$ cat src/rtl/step_sched_pkg.sv
// Shared FSM encoding, parameter defaults and width helper for the step scheduler.
package step_sched_pkg;

  localparam int DEF_NUM_CORES       = 2;
  localparam int DEF_STEP_WIDTH      = 8;
  localparam int DEF_ACC_WIDTH       = 16;
  localparam int DEF_BATCH_THRESHOLD = 64;
  localparam int DEF_TIMEOUT         = 255;

  typedef enum logic [1:0] {
    ST_IDLE  = 2'd0,
    ST_ISSUE = 2'd1,
    ST_HALT  = 2'd2
  } sched_state_t;

  function automatic int idx_width(input int n);
    return (n > 1) ? $clog2(n) : 1;
  endfunction

endpackage

$ cat src/rtl/step_rr_arbiter.sv
// Combinational round-robin pick: first requester at or after i_ptr, wrapping.
// Zero latency; no flow control of its own.
module step_rr_arbiter #(
  parameter int N  = 2,
  parameter int IW = 1
) (
  input  logic [N-1:0]  i_req,
  input  logic [IW-1:0] i_ptr,
  output logic [N-1:0]  o_gnt,
  output logic [IW-1:0] o_idx,
  output logic          o_vld
);

  always_comb begin
    o_gnt = '0;
    o_idx = '0;
    o_vld = 1'b0;
    // Upper segment [ptr, N) first, then wrap to [0, ptr).
    for (int j = 0; j < N; j++) begin
      if (!o_vld && i_req[j] && (IW'(j) >= i_ptr)) begin
        o_vld    = 1'b1;
        o_gnt[j] = 1'b1;
        o_idx    = IW'(j);
      end
    end
    for (int j = 0; j < N; j++) begin
      if (!o_vld && i_req[j]) begin
        o_vld    = 1'b1;
        o_gnt[j] = 1'b1;
        o_idx    = IW'(j);
      end
    end
  end

endmodule

$ cat src/rtl/step_scheduler.sv
// Accumulates per-core steps and issues one batch at a time; out_valid follows eligibility by 1 cycle.
// A batch is held stable until out_ready; steps arriving meanwhile stay in the accumulator.
module step_scheduler
  import step_sched_pkg::*;
#(
  parameter int NUM_CORES       = DEF_NUM_CORES,
  parameter int STEP_WIDTH      = DEF_STEP_WIDTH,
  parameter int ACC_WIDTH       = DEF_ACC_WIDTH,
  parameter int BATCH_THRESHOLD = DEF_BATCH_THRESHOLD,
  parameter int TIMEOUT         = DEF_TIMEOUT,
  localparam int IW             = idx_width(NUM_CORES)
) (
  input  logic                             clock,
  input  logic                             reset,
  input  logic [NUM_CORES*STEP_WIDTH-1:0]  in_step,
  input  logic [7:0]                       sim_result,
  output logic                             out_valid,
  input  logic                             out_ready,
  output logic [IW-1:0]                    out_core,
  output logic [ACC_WIDTH-1:0]             out_step,
  output logic                             halted,
  output logic                             overflow
);

  localparam logic [ACC_WIDTH-1:0] THR = ACC_WIDTH'(BATCH_THRESHOLD);
  localparam logic [7:0]           TMO = 8'(TIMEOUT);

  sched_state_t r_state, w_state_nxt;

  logic [ACC_WIDTH-1:0] r_acc [NUM_CORES];
  logic [7:0]           r_idle [NUM_CORES];
  logic [ACC_WIDTH-1:0] w_base [NUM_CORES];
  logic [ACC_WIDTH:0]   w_sum [NUM_CORES];
  logic [ACC_WIDTH-1:0] w_acc_nxt [NUM_CORES];
  logic [NUM_CORES-1:0] w_clip;
  logic [NUM_CORES-1:0] w_elig;
  logic [NUM_CORES-1:0] w_gnt_oh;
  logic [IW-1:0]        w_gnt_idx;
  logic                 w_gnt_any;
  logic [IW-1:0]        r_rr_next;
  logic [IW-1:0]        r_out_core;
  logic [ACC_WIDTH-1:0] r_out_step;
  logic                 r_stop_pend;
  logic                 r_overflow;
  logic                 w_stop;
  logic                 w_grant;
  logic                 w_hs;

  assign w_stop    = |sim_result;
  assign out_valid = (r_state == ST_ISSUE);
  assign halted    = (r_state == ST_HALT);
  assign out_core  = r_out_core;
  assign out_step  = r_out_step;
  assign overflow  = r_overflow;
  assign w_hs      = out_valid && out_ready;
  assign w_grant   = (r_state == ST_IDLE) && !w_stop && w_gnt_any;

  always_comb begin
    w_elig = '0;
    for (int i = 0; i < NUM_CORES; i++) begin
      w_elig[i] = (r_acc[i] >= THR) || ((r_acc[i] != '0) && (r_idle[i] >= TMO));
    end
  end

  step_rr_arbiter #(.N(NUM_CORES), .IW(IW)) u_arb (
    .i_req (w_elig),
    .i_ptr (r_rr_next),
    .o_gnt (w_gnt_oh),
    .o_idx (w_gnt_idx),
    .o_vld (w_gnt_any)
  );

  // The issued core gives back its snapshot in the same cycle it keeps accumulating.
  always_comb begin
    for (int i = 0; i < NUM_CORES; i++) begin
      w_base[i]    = (w_hs && (r_out_core == IW'(i))) ? (r_acc[i] - r_out_step) : r_acc[i];
      w_sum[i]     = {1'b0, w_base[i]} + (ACC_WIDTH+1)'(in_step[i*STEP_WIDTH +: STEP_WIDTH]);
      w_clip[i]    = w_sum[i][ACC_WIDTH];
      w_acc_nxt[i] = w_clip[i] ? '1 : w_sum[i][ACC_WIDTH-1:0];
    end
  end

  always_ff @(posedge clock) begin
    if (reset) begin
      r_state <= ST_IDLE;
    end else begin
      r_state <= w_state_nxt;
    end
  end

  always_comb begin
    w_state_nxt = r_state;
    case (r_state)
      ST_IDLE: begin
        if (w_stop)         w_state_nxt = ST_HALT;
        else if (w_gnt_any) w_state_nxt = ST_ISSUE;
      end
      ST_ISSUE: begin
        if (out_ready) w_state_nxt = (w_stop || r_stop_pend) ? ST_HALT : ST_IDLE;
      end
      ST_HALT:  w_state_nxt = ST_HALT;
      default:  w_state_nxt = ST_IDLE;
    endcase
  end

  always_ff @(posedge clock) begin
    if (reset) begin
      for (int i = 0; i < NUM_CORES; i++) begin
        r_acc[i]  <= '0;
        r_idle[i] <= '0;
      end
      r_rr_next   <= '0;
      r_out_core  <= '0;
      r_out_step  <= '0;
      r_stop_pend <= 1'b0;
      r_overflow  <= 1'b0;
    end else if (r_state != ST_HALT) begin
      for (int i = 0; i < NUM_CORES; i++) begin
        r_acc[i] <= w_acc_nxt[i];
        // A core being granted or in flight is being served, so it is not idle.
        if ((r_acc[i] == '0) || (w_grant && w_gnt_oh[i]) || (out_valid && (r_out_core == IW'(i))))
          r_idle[i] <= '0;
        else if (r_idle[i] != 8'hFF)
          r_idle[i] <= r_idle[i] + 8'd1;
      end
      if (|w_clip) r_overflow <= 1'b1;
      if (w_grant) begin
        r_out_core <= w_gnt_idx;
        r_out_step <= r_acc[w_gnt_idx];
        r_rr_next  <= (w_gnt_idx == IW'(NUM_CORES - 1)) ? '0 : w_gnt_idx + 1'b1;
      end
      if (out_valid && w_stop) r_stop_pend <= 1'b1;
    end
  end

endmodule
$ cat config.mk
export PLATFORM = sky130hd
export DESIGN_NAME = step_scheduler
export DESIGN_NICKNAME = d
export VERILOG_FILES = /design/src/rtl/step_sched_pkg.sv /design/src/rtl/step_rr_arbiter.sv /design/src/rtl/step_scheduler.sv
export SDC_FILE = /design/constraint.sdc
export NUM_CORES = 1
export LEC_CHECK = 0
export ABC_AREA = 1
export CAP_MARGIN = 0
export CORE_MARGIN = 8
export CORE_UTILIZATION = 45
export CTS_CLUSTER_SIZE = 14
export DETAILED_ROUTE_END_ITERATION = 8
export PLACE_DENSITY = 0.66
export SLEW_MARGIN = 5
export SYNTH_ARGS = -nofsm -noshare
export SYNTH_HDL_FRONTEND = slang
export SYNTH_HIERARCHICAL = 1
export SYNTH_SLANG_ARGS = --single-unit
$ cat constraint.sdc
create_clock -name clock -period 3.38 [get_ports clock]
set_input_delay 0.338 -clock clock [delete_from_list [all_inputs] [get_ports clock]]
set_output_delay 0.338 -clock clock [all_outputs]
set_load 0.05 [all_outputs]
Word-level counts from Yosys, hierarchy flattened
Memory sizes are Yosys's and may differ from the RTL's. A register that Yosys moved wholly into a read port is not among the register bits.
Index checks and enable logic that the tools add are counted.
Word-level totals
  memories kept: 2
  output and inout bits: 20
  input bits: 27
  flip-flop bits (word level): 6
  word-level logic and storage cells: 121
  memory bits (writable): 48
Cells by class
  eq/ne operators: 7
  add/subtract/negate cells: 7
  magnitude comparators: 6
  reduce and logical (&&, ||, !) cells: 39
  bitwise logic cells: 7
  mux-type cells: 48
Memories
  r_acc: depth 2, width 16, read ports 3, clocked after memory_dff 1, write ports 2, RTL line step_scheduler.sv:30  | logic [ACC_WIDTH-1:0] r_acc [NUM_CORES];
  r_idle: depth 2, width 8, read ports 2, clocked after memory_dff 0, write ports 2, RTL line step_scheduler.sv:31  | logic [7:0] r_idle [NUM_CORES];
Operators with widths (number)
  16-bit two-way mux: 6
  16-bit by 8-bit adder with 17-bit output: 2
  1-bit two-way mux: 33
  16-bit by 7-bit greater-or-equal comparator with 1-bit output (second input constant): 2
  16-bit logical NOT: 2
  8-bit two-way mux: 4
  16-bit nonzero test: 2
  16-bit subtractor: 2
  1-bit logical AND: 17
  8-bit by 1-bit adder with 8-bit output (second input constant): 2
  8-bit greater-or-equal comparator (second input constant): 2
  8-bit != test (second input constant): 2
  2-bit two-way mux: 4
  2-bit AND reduction: 4
  8-bit OR reduction: 1
  1-bit logical OR: 7
  1-bit OR: 6
  2-bit case mux with 3 select lines: 1
  1-bit logical NOT: 4
  3-bit != test (second input constant): 1
  2-bit by 1-bit equality test with 1-bit output (second input constant): 1
  2-bit equality test (second input constant): 1
  1-bit greater-or-equal comparator (first input constant): 2
  2-bit logical NOT: 1
  other kinds (5): 5

Depth between registers and ports, before layout
  word-level depth: 25
  depth in mapped cells: 25
  depth with buffers taken out: 25

Modules after synthesis
Netlist, hierarchy kept.
Modules (own cells, without submodules)
  step_scheduler: seq. area each 1881.8 um2, area each 6633.9 um2, cells each 970, times used 1
  step_rr_arbiter: seq. area each 0.0 um2, area each 30.0 um2, cells each 7, times used 1

Least setup slack after synthesis
No wires, ideal clock.
  path kind: register to register
  start point: register r_out_step[0] (netlist: out_step[0]), read port of r_acc
  end point: memory r_acc[1][1] (netlist name) (data pin)
  stages on the path, launching flop included: 18
  data arrival time: 3.396 ns
  path buffers: 1
  clock period less this slack: 3.542 ns
  path slack: -0.162 ns
  required time: 3.233 ns
  setup time: 0.147 ns
  path through: dfxtp_1 -> ha_1 -> inv_1 -> fa_1 -> inv_1 -> o21ai_0 -> inv_1 -> fa_1 -> inv_1 -> a21oi_1 -> o21ai_0 -> a21oi_1 -> nor2_4 -> nand2_2 -> nor2_8 -> nand2_4 -> buf_6 -> a21oi_2
RTL lines
  from (decl): RTL line step_scheduler.sv:42  | logic [ACC_WIDTH-1:0] r_out_step;
  to (decl): RTL line step_scheduler.sv:30

==> results.md <==
* Combinational power share at 47.2%
* Pwr Total at 3700 uW
* EDFF count, synth at 48
* Vias at 6628
* P per Cell Area at 421 nW/um^2
* Startpoint types: register
* Global route overflow at 0
* Max cap viols at 0
* Yosys warns at 6
* CTS tree: built
* Final instance area at 8770 um^2
* Unique masters post-synth at 44
* Rows at 44
* Fin worst setup slack at 0.0997 ns
* CP required at 3.48 ns
* Largest net degree at the start of global routing at 28
* Peak supply drop at 0.000244 V
* Worst Hold Depth at 2
* Worst r2r path cells at 23
* Rel. slew slack at 65.7%
* Max-slew violation count at 0
* Vias in the first global route at 5996
* Placement Setup Slack at -0.118 ns
* Fmax at 305 MHz
* Final Hold Viols at 0
* Final nets at 1208
* DIE HEIGHT at 138 um
* Internal power consumption at 2250 uW
* Worst-path maximum fanout at 5
* Global-route wire length before repair at 29200 um
* Clk slew on worst S/H paths at 0.06 ns
* Synth Area per Inst at 6.82 um^2
* Switch share at 39.1%
* Crit path arrival time at 3.38 ns
* Setup TNS at 0 ns
* HPWL after DPL at 14400 um
* Area after DPL at 7950 um^2
* H-Tree Depth at 3
* Antenna cell count at 0
* Die area at 19000 um^2
* Wirelength per Cell at 14.2 um
* Num CTS Buffers at 9
* Clock buffer depth at 2
* Sw power at 1450 uW
* Outcome: completed
* Via-to-Cell Ratio at 5.03
* P_leak at 0.00417 uW
* Cells after synthesis at 977
* Hold_ws at 0.471 ns
* IO Port Bufs at 46
* Syn nets at 1056
* Root Driver: clkbuf_16
* Clk_skew at 0.00669 ns
* Drt drc at 0
* Initial DRC Count at 395
* Worst-Skew Late Latency at 0.34 ns
* Synth Register Bits at 70
* GP Congestion at 0.924
* Final min period at 3.28 ns
* Least-Margin Pin Slew at 0.513 ns
* Register area share after synthesis at 28.2%
* DRT antenna net count at 0
* Initial DRT Pass Iterations at 5
* Crit. End Element: register
* Final WL at 18700 um
* Starting Density at 46.0%
* Tcrit/Tclk final at 97.1%
* Initial antenna violation count at 0
* Unrepaired setup endpoints after global routing: true
* Area of the core at 14500 um^2
* Asr flop ratio synth at 0%
* Tightest Hold Check Type: reg2reg
* Setup CP Type: reg2reg
* Cell Area, Synth at 6660 um^2
* Area Growth Syn to Fin at 31.7%
* Share of post-route cells with drive strength above 1 at 25.0%
* Die Width at 138 um
* GRT Total Usage at 19.4%
* IO Count at 47
* Clk pwr share at 23.8%
* Setup Viol. Count Final at 0
* Sequential Power Share at 29.0%
* CTS sink count at 70
* Top_reg_cell synth: edfxtp_1
==> critical path, stage by stage (launching register included) <==
cell	delay (ns)
edfxtp_1	0.39
inv_1	0.08
ha_2	0.17
inv_2	0.05
fa_2	0.41
nand3_2	0.08
nand3_2	0.09
xor2_1	0.17
mux2i_1	0.15
inv_1	0.09
ha_4	0.30
inv_2	0.04
o21bai_1	0.18
nand2_1	0.10
nand3_2	0.09
nand2_2	0.06
nand2_2	0.09
inv_2	0.05
nor2_4	0.16
nand2_1	0.08
nand2_1	0.07
nand3_2	0.05
nand2_1	0.05
inv_1	0.04
==> sequential cells by signal, summed over array words and instances (netlist names) <==
register / cells
r_acc: 32
out_step: 16
r_idle: 16
r_state: 2
out_core: 1
overflow: 1
r_rr_next: 1
r_stop_pend: 1
==> timing repair <==
item	CTS	global route
setup endpoints to repair	17	58
hold endpoints to repair	0	0
resized for setup	6	86
buffers inserted	1	19
pin swaps	0	43
hold buffers	0	0
gates cloned	0	1
==> final timing paths <==
kind	to	slack, ns	from
worst max-delay path	r_acc[0][13]$_SDFFCE_PN0P_	0.1	r_acc[0][0]$_SDFFCE_PN0P_
worst min-delay path	r_rr_next$_SDFFE_PP0P_	0.47	r_rr_next$_SDFFE_PP0P_
worst max register to register	r_acc[0][13]$_SDFFCE_PN0P_	0.1	r_acc[0][0]$_SDFFCE_PN0P_
worst min register to register	r_rr_next$_SDFFE_PP0P_	0.47	r_rr_next$_SDFFE_PP0P_
==> stage by stage <==
stage,utilization [%],std cells
2_1_floorplan,-,977
3_3_place_gp,54.9,1281
3_5_place_dp,54.9,1281
4_1_cts,57.0,1298
5_1_grt,60.6,1318
6_report,60.6,1318
==> cell usage in the layout, fill, tap and decap left out, types with 10 or more instances in the layout <==
master | synthesis | routed
nand2_1 | 284 | 271
inv_1 | 153 | 147
buf_4 | 2 | 105
nor2_1 | 74 | 68
nand3_1 | 71 | 60
edfxtp_1 | 48 | 48
clkdlybuf4s50_1 | 0 | 46
a21oi_1 | 43 | 36
ha_1 | 48 | 35
a21oi_2 | 21 | 27
nand2_2 | 15 | 25
xor2_1 | 26 | 24
inv_2 | 12 | 18
a31oi_1 | 19 | 18
nand3_2 | 3 | 14
dfxtp_1 | 22 | 14
o21ai_0 | 20 | 12
or2_2 | 13 | 12
nand4_1 | 12 | 12
nor2_4 | 6 | 10
clkbuf_16 | 0 | 10
==> power by group through the flow <==
stage / Combinational (uW) / Clock (uW) / Sequential, uW
floorplan: 1050 / 0 / 1080
global placement: 1520 / 0 / 1090
detailed placement: 1530 / 0 / 1090
CTS: 1560 / 889 / 1070
global route: 1950 / 919 / 1080
finish: 1750 / 879 / 1070
==> cells by family after synthesis <==
kind of cell / count (synthesis) / synth area share (%)
XOR/XNOR: 35 / 4.60
multiplexers: 4 / 0.601
buffers and inverters: 184 / 10.9
adder cells (fa/ha/maj): 52 / 10.2
AND/OR/NAND/NOR: 519 / 35.0
flip-flops: 70 / 28.2
AO/OA/AOI/OAI: 113 / 10.4
==> layer usage <==
metal,GRT usage (%),up-vias,part of all wire (%)
met5,0,-,0
li1,-,3458,-
met4,5.85,0,1.4
met3,2.77,18,4.6
met1,26.5,3003,48
met2,31.1,149,46
==> layout make-up <==
class | instances | area [um^2]
clock buffer | 9 | 225
clock inverter | 7 | 41.3
fill | 1386 | 5700
inverter | 168 | 631
multi-input combinational | 723 | 4420
sequential | 70 | 1890
tap | 184 | 230
timing repair buffer | 157 | 1340
==> Yosys cell counts (4+ instances only) <==
cell type	instances	share of area, %
fa_1	4	1.2
nand4_1	12	1.1
nor3_1	10	0.75
mux2i_1	4	0.60
nand3_1	71	5.3
nor2_1	74	4.2
dfxtp_1	22	6.6
nand2_2	15	1.4
clkbuf_1	8	0.45
a31oi_1	19	1.8
edfxtp_1	48	22
buf_6	4	0.68
a21oi_1	43	3.2
nor2_4	6	1.0
xnor2_1	9	1.2
and2_1	4	0.38
ha_1	48	9.0
xor2_1	26	3.4
or2_2	13	1.2
nor2_2	7	0.66
nor4_1	7	0.66
o21ai_0	20	1.5
a21oi_2	21	2.8
inv_1	153	8.6
o21bai_1	4	0.45
nand2_1	284	16
inv_2	12	0.68
Note: power is estimated with default switching activity, not from simulation.
